$ cat src/rtl/pcileech_com_txarb_pkg.sv
// rtl/pcileech_com_txarb_pkg.sv - shared constants and types for the COM TX arbiter
//
// Purpose: requester count, header magic, arbiter state type and the header
//          word builder shared by the COM TX arbiter files.
// Ports:   none (package).
package pcileech_com_txarb_pkg;

  localparam int          COM_NREQ      = 4;
  localparam logic [15:0] COM_HDR_MAGIC = 16'hA5C0;

  typedef enum logic [1:0] {
    ST_IDLE,
    ST_HDR,
    ST_BURST
  } txarb_state_t;

  // Header word: magic, continuation bit, zero pad, requester index.
  function automatic logic [31:0] com_hdr(input logic cont, input logic [1:0] id);
    return {COM_HDR_MAGIC, cont, 13'b0, id};
  endfunction

endpackage

$ cat src/rtl/pcileech_rr_pick4.sv
// rtl/pcileech_rr_pick4.sv - combinational 4-way round-robin selector
//
// Purpose: picks the first requester with req set, searching from last+1
//          upward modulo 4; the last granted requester has lowest priority.
// Ports:   req   - request vector
//          last  - index of the previous grant
//          pick  - selected requester (only meaningful when found=1)
//          found - at least one request present
module pcileech_rr_pick4 (
  input  logic [3:0] req,
  input  logic [1:0] last,
  output logic [1:0] pick,
  output logic       found
);

  // Scan from lowest to highest priority so the highest-priority hit is
  // the one that sticks (offset 4 wraps to 'last' itself).
  always_comb begin
    pick  = last;
    found = 1'b0;
    for (int k = 4; k >= 1; k--) begin
      if (req[last + 2'(k)]) begin
        pick  = last + 2'(k);
        found = 1'b1;
      end
    end
  end

endmodule

$ cat src/rtl/pcileech_com_txarb.sv
// rtl/pcileech_com_txarb.sv - round-robin TX arbiter feeding the COM TX FIFO
//
// Purpose: grants one of NREQ requesters at a time, emits a header word and
//          then up to MAX_BURST payload words of that requester's packet.
//          Packets cut at MAX_BURST resume later with the header cont bit set.
// Ports:   clk, rst             - clock, synchronous active-high reset
//          req_valid/data/last  - per-requester word stream
//          req_ready            - per-requester accept (combinational)
//          out_data, out_wr_en  - registered word toward the COM TX FIFO
//          out_ready            - downstream can take a word
//          grant_id             - current or last granted requester
//          busy                 - arbiter not idle
module pcileech_com_txarb
  import pcileech_com_txarb_pkg::*;
#(
  parameter int NREQ      = COM_NREQ,
  parameter int MAX_BURST = 256
) (
  input  logic                 clk,
  input  logic                 rst,
  input  logic [NREQ-1:0]      req_valid,
  input  logic [NREQ-1:0][31:0] req_data,
  input  logic [NREQ-1:0]      req_last,
  output logic [NREQ-1:0]      req_ready,
  output logic [31:0]          out_data,
  output logic                 out_wr_en,
  input  logic                 out_ready,
  output logic [1:0]           grant_id,
  output logic                 busy
);

  localparam logic [15:0] MAX_W      = 16'(MAX_BURST);
  localparam logic [15:0] BURST_LAST = 16'(MAX_BURST - 1);

  txarb_state_t    state, state_nx;
  logic [1:0]      grant_nx;
  logic [1:0]      pick;
  logic            pick_found;
  logic [15:0]     wcnt, wcnt_nx;
  logic [NREQ-1:0] cont, cont_nx;
  logic [31:0]     data_nx;
  logic            wr_nx;
  logic            accept;

  pcileech_rr_pick4 u_pick (
    .req   (req_valid),
    .last  (grant_id),
    .pick  (pick),
    .found (pick_found)
  );

  always_comb begin
    req_ready = '0;
    if (state == ST_BURST && out_ready && wcnt < MAX_W)
      req_ready[grant_id] = 1'b1;
  end

  assign accept = req_valid[grant_id] & req_ready[grant_id];
  assign busy   = (state != ST_IDLE);

  always_comb begin
    state_nx = state;
    grant_nx = grant_id;
    wcnt_nx  = wcnt;
    cont_nx  = cont;
    data_nx  = out_data;
    wr_nx    = 1'b0;
    unique case (state)
      ST_IDLE: begin
        if (pick_found) begin
          grant_nx = pick;
          wcnt_nx  = '0;
          state_nx = ST_HDR;
        end
      end
      ST_HDR: begin
        if (out_ready) begin
          data_nx  = com_hdr(cont[grant_id], grant_id);
          wr_nx    = 1'b1;
          state_nx = ST_BURST;
        end
      end
      ST_BURST: begin
        // A missing req_valid simply holds the grant; nothing else may cut in.
        if (accept) begin
          data_nx = req_data[grant_id];
          wr_nx   = 1'b1;
          wcnt_nx = wcnt + 16'd1;
          if (req_last[grant_id]) begin
            cont_nx[grant_id] = 1'b0;
            state_nx          = ST_IDLE;
          end else if (wcnt == BURST_LAST) begin
            // Burst budget spent mid-packet: remember to flag the resume.
            cont_nx[grant_id] = 1'b1;
            state_nx          = ST_IDLE;
          end
        end
      end
      default: state_nx = ST_IDLE;
    endcase
  end

  always_ff @(posedge clk) begin
    if (rst) begin
      state     <= ST_IDLE;
      grant_id  <= 2'd3;
      wcnt      <= '0;
      cont      <= '0;
      out_data  <= '0;
      out_wr_en <= 1'b0;
    end else begin
      state     <= state_nx;
      grant_id  <= grant_nx;
      wcnt      <= wcnt_nx;
      cont      <= cont_nx;
      out_data  <= data_nx;
      out_wr_en <= wr_nx;
    end
  end

endmodule

$ cat config.mk
export PLATFORM = sky130hd
export DESIGN_NAME = pcileech_com_txarb
export DESIGN_NICKNAME = d
export VERILOG_FILES = /design/src/rtl/pcileech_com_txarb_pkg.sv /design/src/rtl/pcileech_rr_pick4.sv /design/src/rtl/pcileech_com_txarb.sv
export SDC_FILE = /design/constraint.sdc
export NUM_CORES = 1
export LEC_CHECK = 0
export BUFFER_PORTS_ARGS = -buffer_cell sky130_fd_sc_hd__buf_2
export CAP_MARGIN = 10
export CORE_AREA = 8 8 100 102
export CTS_CLUSTER_DIAMETER = 150
export DETAILED_ROUTE_END_ITERATION = 12
export DIE_AREA = 0 0 108 110
export PLACE_DENSITY = 0.83
export SYNTH_ARGS = -nofsm -noshare
export SYNTH_HDL_FRONTEND = slang
export SYNTH_HIERARCHICAL = 1
export SYNTH_SLANG_ARGS = --single-unit
$ cat constraint.sdc
create_clock -name clk -period 1.9 [get_ports clk]
set_input_delay 0.19 -clock clk [delete_from_list [all_inputs] [get_ports clk]]
set_output_delay 0.19 -clock clk [all_outputs]
set_load 0.03 [all_outputs]
Word level (Yosys, flattened, before mapping)
Cells that the tools add are included.
W data, S select, Z words.
{ "totals": {"reg_bits": 57, "in_bits": 139, "out_inout_bits": 40} }
{ "op_classes": {"addsub": 4, "magnitude_cmp": 6, "eq_ne": 7, "muxes": 43, "bitwise_logic": 4, "reduce_logical": 14} }
{ "op_table": {"columns": ["op", "n"], "rows": [
  ["$mux W32", 3],
  ["$bmux W32 S2", 1],
  ["$pmux W32 S2", 1],
  ["$mux W16", 2],
  ["$pmux W16 S2", 1],
  ["$add A16 B1 Y16 const B", 1],
  ["$eq A16 B8 Y1 const B", 1],
  ["$lt A16 B9 Y1 const B", 1],
  ["$mux W2", 8],
  ["$bmux W1 S2", 7],
  ["$mux W1", 14],
  ["$lt A2 B3 Y1 const B", 4],
  ["$mux W4", 3],
  ["$reduce_and A3 Y1", 4],
  ["$reduce_bool A2 Y1", 4],
  ["$ne A2 B2 Y1 const B", 3],
  ["$pmux W2 S3", 1],
  ["$add A2 B2 Y2 const B", 2],
  ["$and A4 B4 Y4", 1],
  ["$not A4 Y4", 1],
  ["$or A4 B4 Y4", 1],
  ["$reduce_and A4 Y1", 1],
  ["$logic_and A1 B1 Y1", 3],
  ["$ne A3 B1 Y1 const B", 1],
  ["9 further kinds", 9]
]} }

Depth between registers and ports, before layout
Gate-level depths: netlist of the first run.
{ "depth": {"word_depth": 10, "mapped_depth": 9, "depth_no_buf": 7} }

Cells and area by module
Netlist of the first run, hierarchy kept.
{ "by_module_without_submodules": {"columns": ["mod", "instances", "cells_each", "area_each_um2", "seq_area_each_um2"], "rows": [
  ["pcileech_com_txarb", 1, 334, 3248.1, 1141.1],
  ["pcileech_rr_pick4", 1, 14, 82.6, 0.0]
]} }

Worst setup path before layout of the first run
No wires, ideal clock.
{ "synth_path": {"kind": "flip-flop to flip-flop", "startpoint": "register grant_id[0]", "endpoint": "register with a tool-made name", "setup_ns": 0.086, "arrival_ns": 2.553, "required_ns": 1.814, "slack_ns": -0.740, "path_stages_with_launch": 7, "n_path_buf": 2, "period_less_slack_ns": 2.640, "path_cell_list": "dfxtp_1 buf_4 buf_2 inv_1 nor4_1 a21oi_1 a211oi_1"} }
{ "synth_lines": {"columns": ["item", "line_no", "rtl"], "rows": [
  ["start: declaration", "pcileech_com_txarb.sv:28", "output logic [1:0] grant_id,"],
  ["start signal: assignment", "pcileech_com_txarb.sv:113", "grant_id <= grant_nx;"]
]} }

Worst setup path after layout of the first run
{ "layout_path": {"startpoint": "register wcnt[12]", "endpoint": "output req_ready[2]"} }
{ "layout_between": {"elab_chain_cells": 3} }
{ "layout_lines": {"columns": ["item", "line_no", "rtl"], "rows": [
  ["start: declaration", "pcileech_com_txarb.sv:39", "logic [15:0] wcnt, wcnt_nx;"],
  ["start signal: assignment", "pcileech_com_txarb.sv:114", "wcnt <= wcnt_nx;"],
  ["$lt A16 B9 Y1", "pcileech_com_txarb.sv:54", "if (state == ST_BURST && out_ready && wcnt < MAX_W)"],
  ["$logic_and A1 B1 Y1", "pcileech_com_txarb.sv:54", null],
  ["$mux W4", "pcileech_com_txarb.sv:54", null],
  ["end: declaration", "pcileech_com_txarb.sv:24", "output logic [NREQ-1:0] req_ready,"]
]} }
No other way between the ends.

==> reports/metrics.yaml, run 1 <==
status: "finished with violations"
violations: "setup timing"
vias: 3856
detailed_place_hpwl_um: 9760
cp-end-kind: "output pin"
antenna_found_initial: 0
finalNetCount: 706
nFillCells: 684
cts_tree: "built"
max_slew.worst_pin.slew_ps: 374.0
root_buffer: "clkbuf_8"
critical_path.top_delay_family: "simple AND/OR/NAND/NOR gates"
overflow: 0
yosysTopAreaCell: "dfxtp_1"
mappedNetlistArea_um2: 3331
critPathArrivalTime_ps: 1780
path_buf_inv: 2
final_layout_size_suffix_gt1_frac: 0.5820
ys_top_cells_by_area: "dfxtp_1 34%, mux4_2 23%, a21oi_1 6.9%, nand2_1 4.7%, nand3_1 4.2%"
finalHoldViolations: 0
worst_slack_ps: -73.21
cpPeakStageDelay_ps: 330
synth-seq-area-share: 0.3426
min_path_type: "input port to flop"
grt_max_degree: 37
drc: 0
dp.cells: 636
num_io_pins: 179
clock_skew_ps: 15.74
cts_sinks: 57
vias_per_cell: 5.713
worstSkewPairLatency_ps: 340
final_antenna_net_count: 0
synthArstFlopShare: 0
p_leak_nw: 2.324
powerDensity_nw_per_um2: 1447
yosys_register_bits: 57
yosysTopAreaCellShare: 0.3426
numCtsBuffers: 9
finalNonFillerCells: 675
gp_congestion: 0.9614
track_usage: 0.2053
setup_viol: 4
die_y_um: 110
synth_fp_nets: 492
slew_viol_final: 0
first_pass_iters: 5
die_x_um: 108
ys.flop_type: "dfxtp_1"
syn_area_per_cell_um2: 9.571
grt_pass1_vias: 3876
numPortBuffers: 178
core_area_um2: 8466
dr.first_iter.drc_count: 267
initial_core_util: 0.3934
cp_slowest_cell: "dfxtp_2"
fmax_ghz: 0.5068
die_area_um2: 11880
wl_um: 14060
h-tree-depth: 3
path_max_fanout: 4
final.period_utilization: 1.039
clk_pin_slew_worst_paths_ps: 70
vdd_drop_max_mv: 1.179
worstPathCellList: "nor4_4 -> buf_4 -> nand2_8 -> nor4_4 -> buf_6"
cts_buffer_depth: 2
area_growth_pct: 58.53
rsz0062_at_grt: "yes"
yosysWarnings: 6
slew_headroom: 0.7507
cpMostUsedCell: "nor4_4"
fin_crit_ps: 1973
crit_path_start_kind: "flop"
path_class: "flop to output pin"
synth-edff-count: 0
crit_required_ps: 1710
post_drt_wl_per_cell_um: 20.83
diodes: 0
synth_cell_types: 46
timing.max_cap.violations: 0
fp-row-count: 34
syn_inst: 348
grt_pass1_wl_um: 19280
fin_hold_ws_ps: 251.9
power by group:
group / internal (mW) / switching [mW]
clock network: 0.873 / 0.532
logic: 2.17 / 2.59
registers: 1.37 / 0.107
worst paths after layout:
check / from / to / slack [ps] / depth (start not counted)
min: rst / wcnt[0] / 250 / 2
max: wcnt[12] / req_ready[2] / -70 / 5
max reg2reg: wcnt[12] / state[1] / -40 / 6
min reg2reg: out_data[9] / out_data[9] / 460 / 2
area by class of cell:
class                           instances  area [um^2]  area share
Tap cell                              108        135.1     0.02559
Timing Repair Buffer                  226         1380      0.2614
Clock inverter                          7        117.6     0.02227
Sequential cell                        57         1156      0.2190
Clock buffer                            9        123.9     0.02346
Inverter                               13        53.80     0.01019
Multi-Input combinational cell        255         2313      0.4382
cells in the mapped netlist, types with 2 or more instances:
| library cell | number |
|---|---|
| nand2b_1 | 2 |
| a21boi_0 | 2 |
| buf_4 | 5 |
| mux4_2 | 34 |
| and3_1 | 4 |
| a211o_1 | 2 |
| a211oi_1 | 5 |
| inv_1 | 13 |
| o22ai_1 | 2 |
| nor2_1 | 16 |
| a21oi_1 | 46 |
| or3_1 | 3 |
| dfxtp_1 | 57 |
| nand4_1 | 2 |
| or4_1 | 3 |
| and2_1 | 7 |
| clkbuf_1 | 13 |
| nor4_1 | 6 |
| o31ai_1 | 3 |
| o21a_1 | 2 |
| nand3_1 | 28 |
| mux2i_1 | 6 |
| ha_1 | 5 |
| nand2_1 | 42 |
| nor4_2 | 2 |
| o21ai_0 | 9 |
| a31oi_1 | 4 |
| buf_2 | 7 |
what timing repair did:
item	CTS	global route
hold buffers	0	0
pin swaps	11	35
setup endpoints to repair	10	35
gates resized for setup	20	45
cloned	1	5
buffers inserted	6	11
sequential cells by signal (all words and copies together) (netlist names), named ones only:
name / flops
out_data: 32
wcnt: 16
grant_id: 2
state: 2
out_wr_en: 1
placed cells by master, fill, tap and decap left out, types with 3 or more instances in the layout:
master	netlist	routed
inv_1	13	11
nand3_1	28	28
nor4_4	0	6
and2_1	7	7
a211oi_1	5	4
ha_1	5	3
bufinv_16	0	3
mux2i_1	6	6
a21oi_1	46	31
nor2_1	16	15
buf_2	7	174
buf_12	0	3
o21a_4	0	3
a21oi_2	0	14
and3_1	4	4
dfxtp_2	0	6
buf_6	0	7
mux4_2	34	34
o21ai_0	9	9
nand2_1	42	39
dfxtp_1	57	49
buf_4	5	39
a31oi_1	4	4
clkbuf_8	0	9
metal layers:
layer	global-route usage	share of wire	routed length, um	up-vias
li1	-	-	-	1752
met5	0	0	0	-
met4	0.07532	0.015	206	0
met3	0.04186	0.089	1257	20
met2	0.3662	0.54	7558	215
met1	0.2381	0.36	5036	1869
cells by family (layout without fill, tap and decap cells):
group	count (synthesis)	after routing	share of synthesized area
compound gates	86	89	0.1563
fa+ha+maj	5	5	0.01878
buf+inv	39	255	0.05222
flops	57	57	0.3426
mux	40	40	0.2479
simple gates	121	121	0.1822
metrics by stage:
stage	util	TNS, ps	power (mW)	instance area (um^2)	setup slack, ps
after floorplan	-	0	4.106	3436	1.076
after global placement	0.5390	0	5.077	4563	34.12
after detailed placement	0.5390	-314.2	5.177	4563	-95.80
after CTS	0.5822	-3.006	6.792	4928	-3.006
after global routing	0.6237	-1486	8.027	5280	-163.6
final	0.6237	-130.7	7.640	5280	-73.21
Power figures use the tool's default switching activity.
==> run 2, diff against run 1 <==
- CTS_CLUSTER_SIZE: default -> 14
- REMOVE_ABC_BUFFERS: default -> 1
==> run 2 against run 1 <==
Net effect: the run still ends with setup timing left; sequential power about the same; sequential cell count unchanged; clock power up 6%; maximum frequency up 3.2%; via count down 1.9%; largest power group unchanged.
==> reports/metrics.yaml, run 2 (synthesized netlist as in run 1, its figures left out) <==
fp-row-count: 34  # unchanged
numCtsBuffers: 9  # unchanged
cts_buffer_depth: 2  # unchanged
setup_viol: 2  # -2
tns_ps: -22.95  # +107.7 ps
vias: 3784  # -1.9%
met1_usage: 0.2024  # -0.03569
area_growth_pct: 54.02
cpMostUsedCell: "buf_4"
die_y_um: 110  # unchanged
core_area_um2: 8466  # unchanged
cts_sinks: 57  # unchanged
root_buffer: "clkbuf_8"
clock_skew_ps: 11.11  # -4.631 ps
rsz0062_at_grt: "yes"
detailed_place_hpwl_um: 9247  # -5.3%
clk_pin_slew_worst_paths_ps: 70  # about the same
dr.first_iter.drc_count: 296  # +11%
initial_core_util: 0.3934  # unchanged
fin_hold_ws_ps: 208.2  # -43.68 ps
gp_congestion: 0.8750  # -9.0%
crit_start: "wcnt[11]"
finalHoldViolations: 0  # unchanged
worstSkewPairLatency_ps: 340  # about the same
drc: 0  # unchanged
layout_commonest_cell: "buf_2"
final_antenna_net_count: 0  # unchanged
h-tree-depth: 3  # unchanged
path_class: "flop to flop"
fin_util: 0.6060  # -0.01774
overflow: 0  # unchanged
postPlaceCellArea_um2: 4501  # -1.4%
grtUsageMet3: 0.06628  # +0.02442
post-place-ws_ps: -63.02  # +32.78 ps
vdd_drop_max_mv: 0.6143  # -48%
post_drt_wl_per_cell_um: 19.40  # -6.8%
fin_area_um2: 5130  # -2.8%
grt_pass1_vias: 3950  # +1.9%
critPathArrivalTime_ps: 2190  # +410 ps
crit_required_ps: 2180  # +470 ps
use_met2: 0.3945  # +0.02833
p_leak_nw: 2.322  # -0.12%
antenna_found_initial: 2  # +2
nFillCells: 685  # +0.15%
timing.max_cap.violations: 0  # unchanged
max_slew.worst_pin.slew_ps: 395.9  # +21.85 ps
die_x_um: 108  # unchanged
ctsHoldBuffers: 0  # unchanged
worstPathCellList: "nor4_4 -> buf_4 -> buf_4 -> nand3_2 -> o22a_4 -> or4_4 -> a21oi_1"
r2r_end: "wcnt[7]"
crit_path_end: "wcnt[7]"
cp_slowest_cell: "or4_4"
powerDensity_nw_per_um2: 1410  # -2.6%
r2r-start: "wcnt[11]"
fin_crit_ps: 1913  # -60.63 ps
die_area_um2: 11880  # unchanged
cts_tree: "built"
crit_path_start_kind: "flop"
top_usage_layer: "met2"
largest_register_ff_count: 32  # unchanged
worst_slack_ps: -12.59  # +60.63 ps
numPortBuffers: 178  # unchanged
num_io_pins: 179  # unchanged
grt_max_degree: 35  # -5.4%
min_path_type: "input port to flop"
fmax_ghz: 0.5229  # +3.2%
final.period_utilization: 1.007  # -0.03191
cpPeakStageDelay_ps: 470  # +140 ps
reg2reg_depth: 7  # +1
slew_headroom: 0.7359  # -0.01475
cp-end-kind: "flop"
biggestRegsByFlops: "out_data (32), wcnt (16)"
path_max_fanout: 5  # +1
violations: "setup timing"
grt_pass1_wl_um: 19450  # +0.90%
finalNetCount: 701  # -0.71%
largest_register: "out_data"
dp.cells: 638  # +0.31%
final_layout_size_suffix_gt1_frac: 0.5391  # -0.04286
vias_per_cell: 5.639  # -1.3%
finalNonFillerCells: 671  # -0.59%
status: "finished with violations"
slew_viol_final: 0  # unchanged
layout_common_cells: "174 x buf_2, 52 x dfxtp_1, 46 x a21oi_1"
power_mw: 7.232  # -5.3%
track_usage: 0.2086  # +0.003281
wl_um: 13020  # -7.4%
first_pass_iters: 5  # unchanged
rrSetupSlack_ps: -10  # +30 ps
-- run 2: final cells by class --
type / count / area, um^2 / area share
sequential: 57 / 1150 / 0.2241
clock inverter: 6 / 130.1 / 0.02537
tap: 108 / 135.1 / 0.02634
timing repair buffer: 224 / 1369 / 0.2668
multi-input combinational: 252 / 2167 / 0.4224
clock buffer: 10 / 127.6 / 0.02488
antenna: 1 / 2.502 / 0.0004878
inverter: 13 / 48.80 / 0.009512
-- run 2: what timing repair did --
action | CTS | global route
setup buffers | 10 | 3
gates resized for setup | 30 | 17
pin swaps | 10 | 8
cloned | 2 | 1
setup endpoints to repair | 12 | 50
endpoints found under the hold margin | 0 | 0
-- run 2: critical path: cells and delay by family (launching register included) --
kind | cells | cell delay (ps)
AND/OR/NAND/NOR | 3 | 840
AO/OA/AOI/OAI | 2 | 380
buffers and inverters | 2 | 300
flip-flops | 1 | 330
-- run 2: metal layers --
metal,up-vias,wire length (um),part of all wire
met4,2,266,0.020
met3,27,1241,0.095
met5,-,13,0.0010
met1,1814,4467,0.34
met2,213,7030,0.54
li1,1728,-,-
-- run 2: report_power, final --
group	switching [mW]	leakage, nW	internal (mW)
registers	0.101	0.464	1.36
clock network	0.498	0.130	1.00
logic	2.28	1.73	1.99
total	2.88	2.32	4.35
-- run 2: how the worst min path moves through the flow --
stage	startpoint	to	cells past startpoint
6_report	rst	wcnt[1]	2
5_1_grt	rst	wcnt[1]	2
4_1_cts	rst	wcnt[1]	2
3_5_place_dp	out_data[7]	out_data[7]	2
3_3_place_gp	out_data[24]	out_data[24]	2
2_1_floorplan	rst	out_data[0]	1
==> run 3, diff against run 2 <==
- CORE_AREA: 8 8 100 102 -> 8 8 105 97
- DIE_AREA: 0 0 108 110 -> 0 0 113 105
- PLACE_DENSITY: 0.83 -> 0.75
- SKIP_CTS_REPAIR_TIMING: default -> 1
==> run 3 against run 2 <==
Net effect: the flow still finishes with violations (setup timing); first-iteration DRC count grew 15%; highest routed layer is now met4; clock skew shrank 0.58 ps; cell area shrank 2.8%; non-clock buffer count shrank 3; clock power shrank 23%.
==> reports/metrics.yaml, run 3 (synthesized netlist as in run 1, its figures left out) <==
register_area_um2: 1152  # +0.22%
path_class: "flop to flop"
post_drt_wl_per_cell_um: 19.22  # -0.97%
p_leak_nw: 2.252  # -3.0%
diodes: 0  # -1
worstSkewPairLatency_ps: 340  # about the same
layout_common_cells: "174 x buf_2, 50 x dfxtp_1, 43 x a21oi_1"
fp-row-count: 32  # -5.9%
fmax_ghz: 0.5262  # +0.63%
overflow: 0  # unchanged
swShare: 0.4178  # +0.01962
die_area_um2: 11870  # -0.13%
final_antenna_net_count: 0  # unchanged
grt_max_degree: 47  # +34%
internal-power_mw: 3.923  # -9.9%
root_buffer: "clkbuf_8"
antenna_found_initial: 0  # -2
grt_pass1_wl_um: 18330  # -5.8%
clk_pin_slew_worst_paths_ps: 70  # about the same
post-place-ws_ps: -78.61  # -15.59 ps
nFillCells: 684  # -0.15%
finalNetCount: 698  # -0.43%
drc: 0  # unchanged
dr.first_iter.drc_count: 340  # +15%
track_usage: 0.1910  # -0.01762
vdd_drop_max_mv: 0.6097  # -0.75%
die_y_um: 105  # -4.5%
status: "finished with violations"
die_x_um: 113  # +4.6%
gp_congestion: 0.9025  # +3.1%
crit_path_start_kind: "flop"
fin_crit_ps: 1901  # -11.99 ps
numCtsBuffers: 9  # unchanged
met1_usage: 0.2080  # +0.005610
final_layout_size_suffix_gt1_frac: 0.5430  # +0.003865
powerDensity_nw_per_um2: 1351  # -4.2%
numPortBuffers: 178  # unchanged
initial_core_util: 0.3961  # +0.002693
fin_util: 0.5932  # -0.01282
clockPowerShare: 0.170  # -0.037
path_max_fanout: 4  # -1
core_area_um2: 8408  # -0.68%
area_growth_pct: 49.74
wl_um: 12680  # -2.6%
slew_viol_final: 0  # unchanged
use_met2: 0.3534  # -0.04107
min_path_type: "input port to flop"
largest_register: "out_data"
cts_sinks: 57  # unchanged
multi_input_area_um2: 2133  # -1.6%
timing.max_cap.violations: 0  # unchanged
vias: 3744  # -1.1%
cp-end-kind: "flop"
cts_buffer_depth: 2  # unchanged
critPathArrivalTime_ps: 2170  # -20 ps
cts_tree: "built"
grtUsageMet3: 0.06272  # -0.003563
grt_pass1_vias: 3611  # -8.6%
final.period_utilization: 1.000  # -0.006312
detailed_place_hpwl_um: 9237  # about the same
biggestRegsByFlops: "out_data (32), wcnt (16)"
num_io_pins: 179  # unchanged
slew_headroom: 0.6842  # -0.05170
max_slew.worst_pin.slew_ps: 473.4  # +77.50 ps
finalHoldViolations: 0  # unchanged
violations: "setup timing"
crit_required_ps: 2170  # about the same
clock_skew_ps: 10.53  # -0.5767 ps
vias_per_cell: 5.673  # +0.59%
largest_register_ff_count: 32  # unchanged
top_usage_layer: "met2"
power_frac_comb: 0.612  # +0.022
setup_viol: 1  # -1
first_pass_iters: 7  # +2
rsz0062_at_grt: "yes"
layout_commonest_cell: "buf_2"
h-tree-depth: 3  # unchanged
worst_slack_ps: -0.5953  # +11.99 ps
p_seq_frac: 0.218  # +0.015
switchingPower_mw: 2.815  # -2.2%
## run 3: final cells by class
| class | instances | share of cell area |
|---|---|---|
| clock buffers | 12 | 0.03111 |
| clock inverters | 3 | 0.008028 |
| inverters | 13 | 0.009784 |
| multi-input cells | 252 | 0.4277 |
| flip-flops and latches | 57 | 0.2311 |
| well taps | 102 | 0.02559 |
| repair buffers | 221 | 0.2667 |
## run 3: per-stage QoR
stage / cells / power [mW] / setup TNS (ps) / hold WS, ps / instance area [um^2]
6_report: 660 / 6.738 / -0.5953 / 219.7 / 4987
5_1_grt: 660 / 7.101 / -928.3 / 249.7 / 4987
4_1_cts: 647 / 6.218 / -1131 / 194.0 / 4688
3_5_place_dp: 632 / 5.055 / -424.4 / 446.4 / 4493
3_3_place_gp: 632 / 4.994 / -44.40 / 439.7 / 4493
2_1_floorplan: 322 / 3.804 / -110440 / 254.6 / 3206
## run 3: critical path, stage by stage, from the launching register on
cell,delay (ps)
dfxtp_2,330
nor4_2,250
buf_4,190
buf_4,110
and4_4,230
nor2_1,80
or4b_1,490
a21oi_1,140
## run 3: worst paths after layout
path              depth (start not counted)         start  slack (ps)            to
hold reg to reg                           2  out_data[18]         450  out_data[18]
hold / removal                            4     out_ready         220     out_wr_en
setup / recovery                          7       wcnt[9]        -0.6      state[1]
setup reg to reg                          7       wcnt[9]        -0.6      state[1]
## run 3: power groups by stage
stage | Combinational, mW | Sequential, mW | Clock, mW
global route | 4.40 | 1.48 | 1.22
global placement | 3.53 | 1.47 | 0
finish | 4.12 | 1.47 | 1.15
floorplan | 1.81 | 2.00 | 0
detailed placement | 3.58 | 1.47 | 0
CTS | 3.61 | 1.45 | 1.17
## run 3: layer usage
layer | vias to the layer above | share of wire
li1 | 1722 | -
met1 | 1820 | 0.38
met2 | 178 | 0.52
met3 | 24 | 0.085
met4 | 0 | 0.021
met5 | - | 0
